File: src/rtl/mux_scan_pkg.sv
// Shared types and constants for the 4:1 mux scan controller.
// Includes the helper that finds the next channel still to be scanned.
package mux_scan_pkg;

  localparam int CH_W   = 2;
  localparam int NUM_CH = 4;

  typedef enum logic [1:0] {
    ST_IDLE  = 2'd0,
    ST_DWELL = 2'd1,
    ST_HOLD  = 2'd2
  } state_e;

  // One extra bit so the value NUM_CH can mean "no channel left".
  typedef logic [CH_W:0] chan_ext_t;

  function automatic chan_ext_t first_active(input chan_ext_t from,
                                             input logic [NUM_CH-1:0] skip);
    chan_ext_t r;
    r = chan_ext_t'(NUM_CH);
    for (int k = NUM_CH - 1; k >= 0; k--) begin
      if (k >= int'(from) && !skip[k]) r = chan_ext_t'(k);
    end
    return r;
  endfunction

endpackage

File: src/rtl/mux_scan_ctrl_if.sv
// Handshake and mux-side signals of the scan controller.
// The slave modport is the controller; the master modport is its environment.
interface mux_scan_ctrl_if;
  import mux_scan_pkg::*;

  logic              start;
  logic              stop;
  logic [NUM_CH-1:0] mask;
  logic              y;
  logic              s1;
  logic              s0;
  logic              busy;
  logic [NUM_CH-1:0] frame;
  logic              frame_valid;
  logic              frame_ready;

  modport master (
    output start, stop, mask, y, frame_ready,
    input  s1, s0, busy, frame, frame_valid
  );

  modport slave (
    input  start, stop, mask, y, frame_ready,
    output s1, s0, busy, frame, frame_valid
  );

endinterface

File: src/rtl/mux_scan_dwell_cnt.sv
// Dwell counter: counts cycles spent on one channel and flags the last one.
// tc_o is qualified by inc_i so it only fires on a counting edge.
module mux_scan_dwell_cnt #(
  parameter int DWELL = 4
) (
  input  logic clk,
  input  logic rst_n,
  input  logic load_i,
  input  logic inc_i,
  output logic tc_o
);

  localparam logic [7:0] LAST = 8'(DWELL - 1);

  logic [7:0] count_q;

  assign tc_o = inc_i && (count_q == LAST);

  always_ff @(posedge clk) begin
    if (!rst_n) begin
      count_q <= '0;
    end else if (load_i) begin
      count_q <= '0;
    end else if (inc_i) begin
      count_q <= tc_o ? 8'd0 : count_q + 8'd1;
    end
  end

endmodule

File: src/rtl/mux_scan_ctrl.sv
// Scans a downstream 4:1 mux, holding each select DWELL cycles, and offers the captured frame.
// Optional MUX_SCAN_SKIP_MASK_EN: channels flagged in mask (sampled at scan launch) are skipped.
module mux_scan_ctrl
  import mux_scan_pkg::*;
#(
  parameter int DWELL      = 4,
  parameter int CONTINUOUS = 0
) (
  input  logic           clk,
  input  logic           rst_n,
  mux_scan_ctrl_if.slave bus
);

  state_e            state_q;
  logic [CH_W-1:0]   chan_q;
  logic [CH_W-1:0]   sel_q;
  logic [NUM_CH-1:0] shadow_q;
  logic [NUM_CH-1:0] frame_q;
  logic              frame_valid_q;
  logic              busy_q;
  logic              stop_pend_q;
  logic              empty_q;

  logic [NUM_CH-1:0] start_skip;
  logic [NUM_CH-1:0] scan_skip;
  logic [NUM_CH-1:0] shadow_d;
  chan_ext_t         entry_ch;
  chan_ext_t         next_ch;
  logic              handshake;
  logic              launch;
  logic              cnt_inc;
  logic              tc;

`ifdef MUX_SCAN_SKIP_MASK_EN
  logic [NUM_CH-1:0] mask_q;

  always_ff @(posedge clk) begin
    if (!rst_n) begin
      mask_q <= '0;
    end else if (launch) begin
      mask_q <= bus.mask;
    end
  end

  assign start_skip = bus.mask;
  assign scan_skip  = mask_q;
`else
  logic unused_mask;
  assign unused_mask = ^bus.mask;
  assign start_skip  = '0;
  assign scan_skip   = '0;
`endif

  assign entry_ch  = first_active('0, start_skip);
  assign next_ch   = first_active(chan_ext_t'(chan_q) + chan_ext_t'(1), scan_skip);
  assign handshake = (state_q == ST_HOLD) && frame_valid_q && bus.frame_ready;
  assign launch    = ((state_q == ST_IDLE) && bus.start && !bus.stop) ||
                     (handshake && (CONTINUOUS != 0) && !bus.stop && !stop_pend_q);

  // Counter only advances while the scan continues; any other edge reloads it to zero.
  assign cnt_inc = (state_q == ST_DWELL) && !bus.stop;

  always_comb begin
    shadow_d         = shadow_q;
    shadow_d[chan_q] = bus.y;
  end

  mux_scan_dwell_cnt #(.DWELL(DWELL)) u_dwell_cnt (
    .clk    (clk),
    .rst_n  (rst_n),
    .load_i (!cnt_inc),
    .inc_i  (cnt_inc),
    .tc_o   (tc)
  );

  always_ff @(posedge clk) begin
    if (!rst_n) begin
      state_q       <= ST_IDLE;
      chan_q        <= '0;
      sel_q         <= '0;
      shadow_q      <= '0;
      frame_q       <= '0;
      frame_valid_q <= 1'b0;
      busy_q        <= 1'b0;
      stop_pend_q   <= 1'b0;
      empty_q       <= 1'b0;
    end else if (launch) begin
      state_q       <= ST_DWELL;
      chan_q        <= entry_ch[CH_W-1:0];
      sel_q         <= entry_ch[CH_W-1:0];
      shadow_q      <= '0;
      frame_q       <= '0;
      frame_valid_q <= 1'b0;
      busy_q        <= 1'b1;
      stop_pend_q   <= 1'b0;
      empty_q       <= entry_ch[CH_W];
    end else begin
      case (state_q)
        ST_DWELL: begin
          if (bus.stop) begin
            state_q  <= ST_IDLE;
            chan_q   <= '0;
            sel_q    <= '0;
            shadow_q <= '0;
            busy_q   <= 1'b0;
          end else if (empty_q) begin
            state_q       <= ST_HOLD;
            frame_q       <= '0;
            frame_valid_q <= 1'b1;
            empty_q       <= 1'b0;
          end else if (tc) begin
            shadow_q <= shadow_d;
            if (next_ch[CH_W]) begin
              state_q       <= ST_HOLD;
              chan_q        <= '0;
              sel_q         <= '0;
              frame_q       <= shadow_d;
              frame_valid_q <= 1'b1;
            end else begin
              chan_q <= next_ch[CH_W-1:0];
              sel_q  <= next_ch[CH_W-1:0];
            end
          end
        end
        ST_HOLD: begin
          // A stop seen while holding ends the run after this frame is taken.
          if (bus.stop) stop_pend_q <= 1'b1;
          if (handshake) begin
            state_q       <= ST_IDLE;
            frame_q       <= '0;
            frame_valid_q <= 1'b0;
            busy_q        <= 1'b0;
            stop_pend_q   <= 1'b0;
          end
        end
        default: ;
      endcase
    end
  end

  assign bus.s1          = sel_q[1];
  assign bus.s0          = sel_q[0];
  assign bus.busy        = busy_q;
  assign bus.frame       = frame_q;
  assign bus.frame_valid = frame_valid_q;

endmodule

File: src/flat_wrapper.sv
// flat-port wrapper written by rule: the top's interface ports become plain ports
module mux_scan_ctrl_flat import mux_scan_pkg::*;
#(
  parameter int DWELL      = 4,
  parameter int CONTINUOUS = 0
)
  (clk, rst_n, bus_start, bus_stop, bus_mask, bus_y, bus_frame_ready, bus_s1, bus_s0, bus_busy, bus_frame, bus_frame_valid);
  mux_scan_ctrl_if bus_i ();
  input  logic clk;
  input  logic rst_n;
  input wire logic [$bits(bus_i.start)-1:0] bus_start;
  input wire logic [$bits(bus_i.stop)-1:0] bus_stop;
  input wire logic [$bits(bus_i.mask)-1:0] bus_mask;
  input wire logic [$bits(bus_i.y)-1:0] bus_y;
  input wire logic [$bits(bus_i.frame_ready)-1:0] bus_frame_ready;
  output wire logic [$bits(bus_i.s1)-1:0] bus_s1;
  output wire logic [$bits(bus_i.s0)-1:0] bus_s0;
  output wire logic [$bits(bus_i.busy)-1:0] bus_busy;
  output wire logic [$bits(bus_i.frame)-1:0] bus_frame;
  output wire logic [$bits(bus_i.frame_valid)-1:0] bus_frame_valid;
  assign bus_i.start = bus_start;
  assign bus_i.stop = bus_stop;
  assign bus_i.mask = bus_mask;
  assign bus_i.y = bus_y;
  assign bus_i.frame_ready = bus_frame_ready;
  assign bus_s1 = bus_i.s1;
  assign bus_s0 = bus_i.s0;
  assign bus_busy = bus_i.busy;
  assign bus_frame = bus_i.frame;
  assign bus_frame_valid = bus_i.frame_valid;
  mux_scan_ctrl #(.DWELL(DWELL), .CONTINUOUS(CONTINUOUS)) u_core (.clk(clk), .rst_n(rst_n), .bus(bus_i));
endmodule
File: config.mk
export PLATFORM = sky130hd
export DESIGN_NAME = mux_scan_ctrl_flat
export DESIGN_NICKNAME = d
export VERILOG_FILES = /design/src/rtl/mux_scan_pkg.sv /design/src/rtl/mux_scan_ctrl_if.sv /design/src/rtl/mux_scan_dwell_cnt.sv /design/src/rtl/mux_scan_ctrl.sv /design/src/flat_wrapper.sv
export SDC_FILE = /design/constraint.sdc
export NUM_CORES = 1
export LEC_CHECK = 0
export CORE_ASPECT_RATIO = 1.75
export CORE_UTILIZATION = 35
export DETAILED_ROUTE_END_ITERATION = 12
export GPL_ROUTABILITY_DRIVEN = 0
export PLACE_DENSITY_LB_ADDON = 0.08
export SETUP_SLACK_MARGIN = 0.1
export SLEW_MARGIN = 20
export SYNTH_ARGS = -nofsm -noshare
export SYNTH_HDL_FRONTEND = slang
export SYNTH_SLANG_ARGS = --single-unit
File: constraint.sdc
create_clock -name clk -period 2.4 [get_ports clk]
set_clock_uncertainty 0.15 [all_clocks]
set_input_delay 0.48 -clock clk [delete_from_list [all_inputs] [get_ports clk]]
set_output_delay 0.48 -clock clk [all_outputs]
set_load 0.05 [all_outputs]
==> impl_metrics.json <==
{
  "cp.required_ns": 2.44,
  "start_kind": "flop",
  "p_int_mw": 0.528,
  "cts_buffer_depth": 2,
  "fin_crit_ns": 2.25,
  "grtUsageTotal_pct": 15.2,
  "cts.clk_slew.worst_paths_ns": 0.08,
  "drt_iter0_markers": 18,
  "initial_core_util_pct": 37.6,
  "diodes": 0,
  "critPathMaxFanout": 7,
  "cts_root_buffer": "clkbuf_8",
  "holdCritPathClass": "flop to flop",
  "rows": 25,
  "hold_viol_final": 0,
  "synth_area_leaders": "dfxtp_1 43%, ha_1 11%, mux2i_1 3.9%",
  "drive_gt1_share_pct": 15.8,
  "viasPerCell": 5.41,
  "ys_ff_latch": 22,
  "seq_power_share_pct": 53.3,
  "wl_per_cell_um": 13.6,
  "antenna_found_initial": 0,
  "cp_top_family": "simple AND/OR/NAND/NOR gates",
  "tns_ns": 0,
  "synth-main-ff-cell": "dfxtp_1",
  "yosysWarnings": 0,
  "io_buffers": 13,
  "ys_types": 29,
  "min_path_cells": 1,
  "final_cell_mix": "19 x dfxtp_1, 13 x clkdlybuf4s50_1, 9 x nor2_1, 9 x ha_1, 8 x buf_4",
  "cts_max_level": 1,
  "timing.critical_path.buf_inv": 0,
  "switchingPower_mw": 0.175,
  "cts.sinks": 22,
  "dp_hpwl_um": 1650,
  "coreArea_mm2": 0.00275,
  "synth_area_mm2": 0.00104,
  "hold_buffers": 0,
  "grt_max_degree": 13,
  "power_density_mw_per_mm2": 532,
  "grt_pass1_vias": 847,
  "numCtsBuffers": 3,
  "async_flop_share_pct": 0,
  "synth_edf_count": 0,
  "slew_viol_final": 0,
  "dp_slack_ns": 0.164,
  "pin_count": 18,
  "critPathSlowestCell": "or4bb_4",
  "switching_share_pct": 24.9,
  "leakagePower_nw": 0.483,
  "layout_commonest_cell": "dfxtp_1",
  "use_met2_pct": 27.9,
  "grt_use_met3_pct": 2.43,
  "design.die.area_mm2": 0.00319,
  "syn-instance-count": 110,
  "syn_avg_cell_area_um2": 9.42,
  "antenna_left": 0,
  "area_growth_pct": 27.5,
  "grt_util_met1_pct": 15.7,
  "combPwrFrac_pct": 13.5,
  "layout.nets": 153,
  "power_frac_clock_pct": 33.2,
  "wl_um": 2180,
  "crit_path_cell_trace": "ha_1, or4bb_4, o31a_1, or4_1, a21oi_1",
  "fp.dieW_um": 43.1,
  "critPathArrivalTime_ns": 2.29,
  "clk_latency_ns": 0.26,
  "rsz0062_at_grt": "no",
  "status": "finished clean",
  "cts_tree": "built",
  "fin_ws_ns": 0.153,
  "setup_viol": 0,
  "path_class": "flop to flop",
  "worstMarginPinSlew_ns": 0.502,
  "drtPass1Iterations": 4,
  "worstSetupEndpointType": "flop",
  "synth_top_area_cell": "dfxtp_1",
  "fmax_mhz": 445,
  "synth_top_area_share_pct": 42.5,
  "ff2ff_path_depth": 5,
  "overflow": 0,
  "grt_pass1_wl_um": 3640,
  "top_usage_layer": "met2",
  "vias": 865,
  "period_share_pct": 93.6,
  "maxCapViolations": 0,
  "relSlewSlack_pct": 66.4,
  "yosysSeqAreaShare_pct": 42.5,
  "die_h_um": 74.0,
  "drc_errors": 0,
  "critPathMaxStageDelay_ns": 0.53,
  "synth_fp_nets": 129,
  "ir_drop_mv": 0.277,
  "path_depth": 5
}
[worst reg2reg max path, cell delays in order, from the launching register on]
cell and delay [ns]:
dfxtp_4 0.37, ha_1 0.13, or4bb_4 0.53, o31a_1 0.37, or4_1 0.48, a21oi_1 0.15
[final timing paths]
| kind | start | to | slack (ns) |
|---|---|---|---|
| worst min-delay path | u_core.u_dwell_cnt.count_q[0] | u_core.u_dwell_cnt.count_q[0] | 0.26 |
| worst max-delay path | u_core.chan_q[0] | u_core.bus.frame[1] | 0.15 |
| worst min register to register | u_core.u_dwell_cnt.count_q[0] | u_core.u_dwell_cnt.count_q[0] | 0.26 |
| worst max register to register | u_core.chan_q[0] | u_core.bus.frame[1] | 0.15 |
[metrics by stage]
| stage | hold WS, ns | util (%) | instances | instance area, um^2 | power [mW] |
|---|---|---|---|---|---|
| global placement | 0.275 | 45.0 | 153 | 1240 | 0.477 |
| finish | 0.264 | 48.0 | 160 | 1320 | 0.703 |
| CTS | 0.305 | 46.6 | 157 | 1280 | 0.710 |
| floorplan | 0.263 | - | 110 | 1040 | 0.440 |
| global route | 0.296 | 48.0 | 160 | 1320 | 0.742 |
| detailed placement | 0.285 | 45.0 | 153 | 1240 | 0.477 |
[synth_stat cells, types with 4 or more instances]
library cell	n
a21oi_1	5
dfxtp_1	22
ha_1	9
inv_1	6
mux2i_1	4
nand2_1	7
nand3_1	5
nor2_1	9
o21ai_0	7
o22ai_1	5
or4_1	5
xor2_1	4
[logic make-up (layout without fill, tap and decap cells)]
kind of cell / Yosys count / after routing / synth area share [%]
simple gates: 35 / 35 / 18.7
compound gates: 26 / 26 / 16.1
flops: 22 / 22 / 42.5
fa+ha+maj: 9 / 9 / 10.9
buf+inv: 8 / 31 / 2.90
xor+xnor: 6 / 6 / 5.07
mux: 4 / 4 / 3.86
[sequential cells by signal, summed over array words and instances (netlist names)]
name                        count
u_core.u_dwell_cnt.count_q      8
u_core.bus.frame                4
u_core.shadow_q                 4
u_core.chan_q                   2
u_core.state_q                  2
u_core.bus.busy                 1
u_core.bus.frame_valid          1
[power by group through the flow]
stage | logic, mW | clock network (mW) | registers, mW
after floorplan | 0.0427 | 0 | 0.398
after CTS | 0.0946 | 0.241 | 0.375
after global routing | 0.104 | 0.262 | 0.376
after global placement | 0.0936 | 0 | 0.383
final | 0.0946 | 0.233 | 0.375
after detailed placement | 0.0941 | 0 | 0.383
[per-layer routing]
metal / part of all wire (%) / wire length [um]
met1: 42 / 918
met2: 54 / 1170
met3: 1.9 / 42
met4: 2.1 / 46
met5: 0 / 0
[area by class of cell]
type,instances,area [um^2]
Multi-Input combinational cell,80,581
Sequential cell,22,449
Inverter,6,22.5
Tap cell,27,33.8
Clock buffer,4,45.0
Timing Repair Buffer,21,190
Fill cell,272,1430
[repair_timing]
action,in CTS,in global routing
endpoints found under the setup margin,0,3
hold endpoints to repair,0,0
gates resized for setup,0,5
setup buffers,0,3
Power figures use the tool's default switching activity.
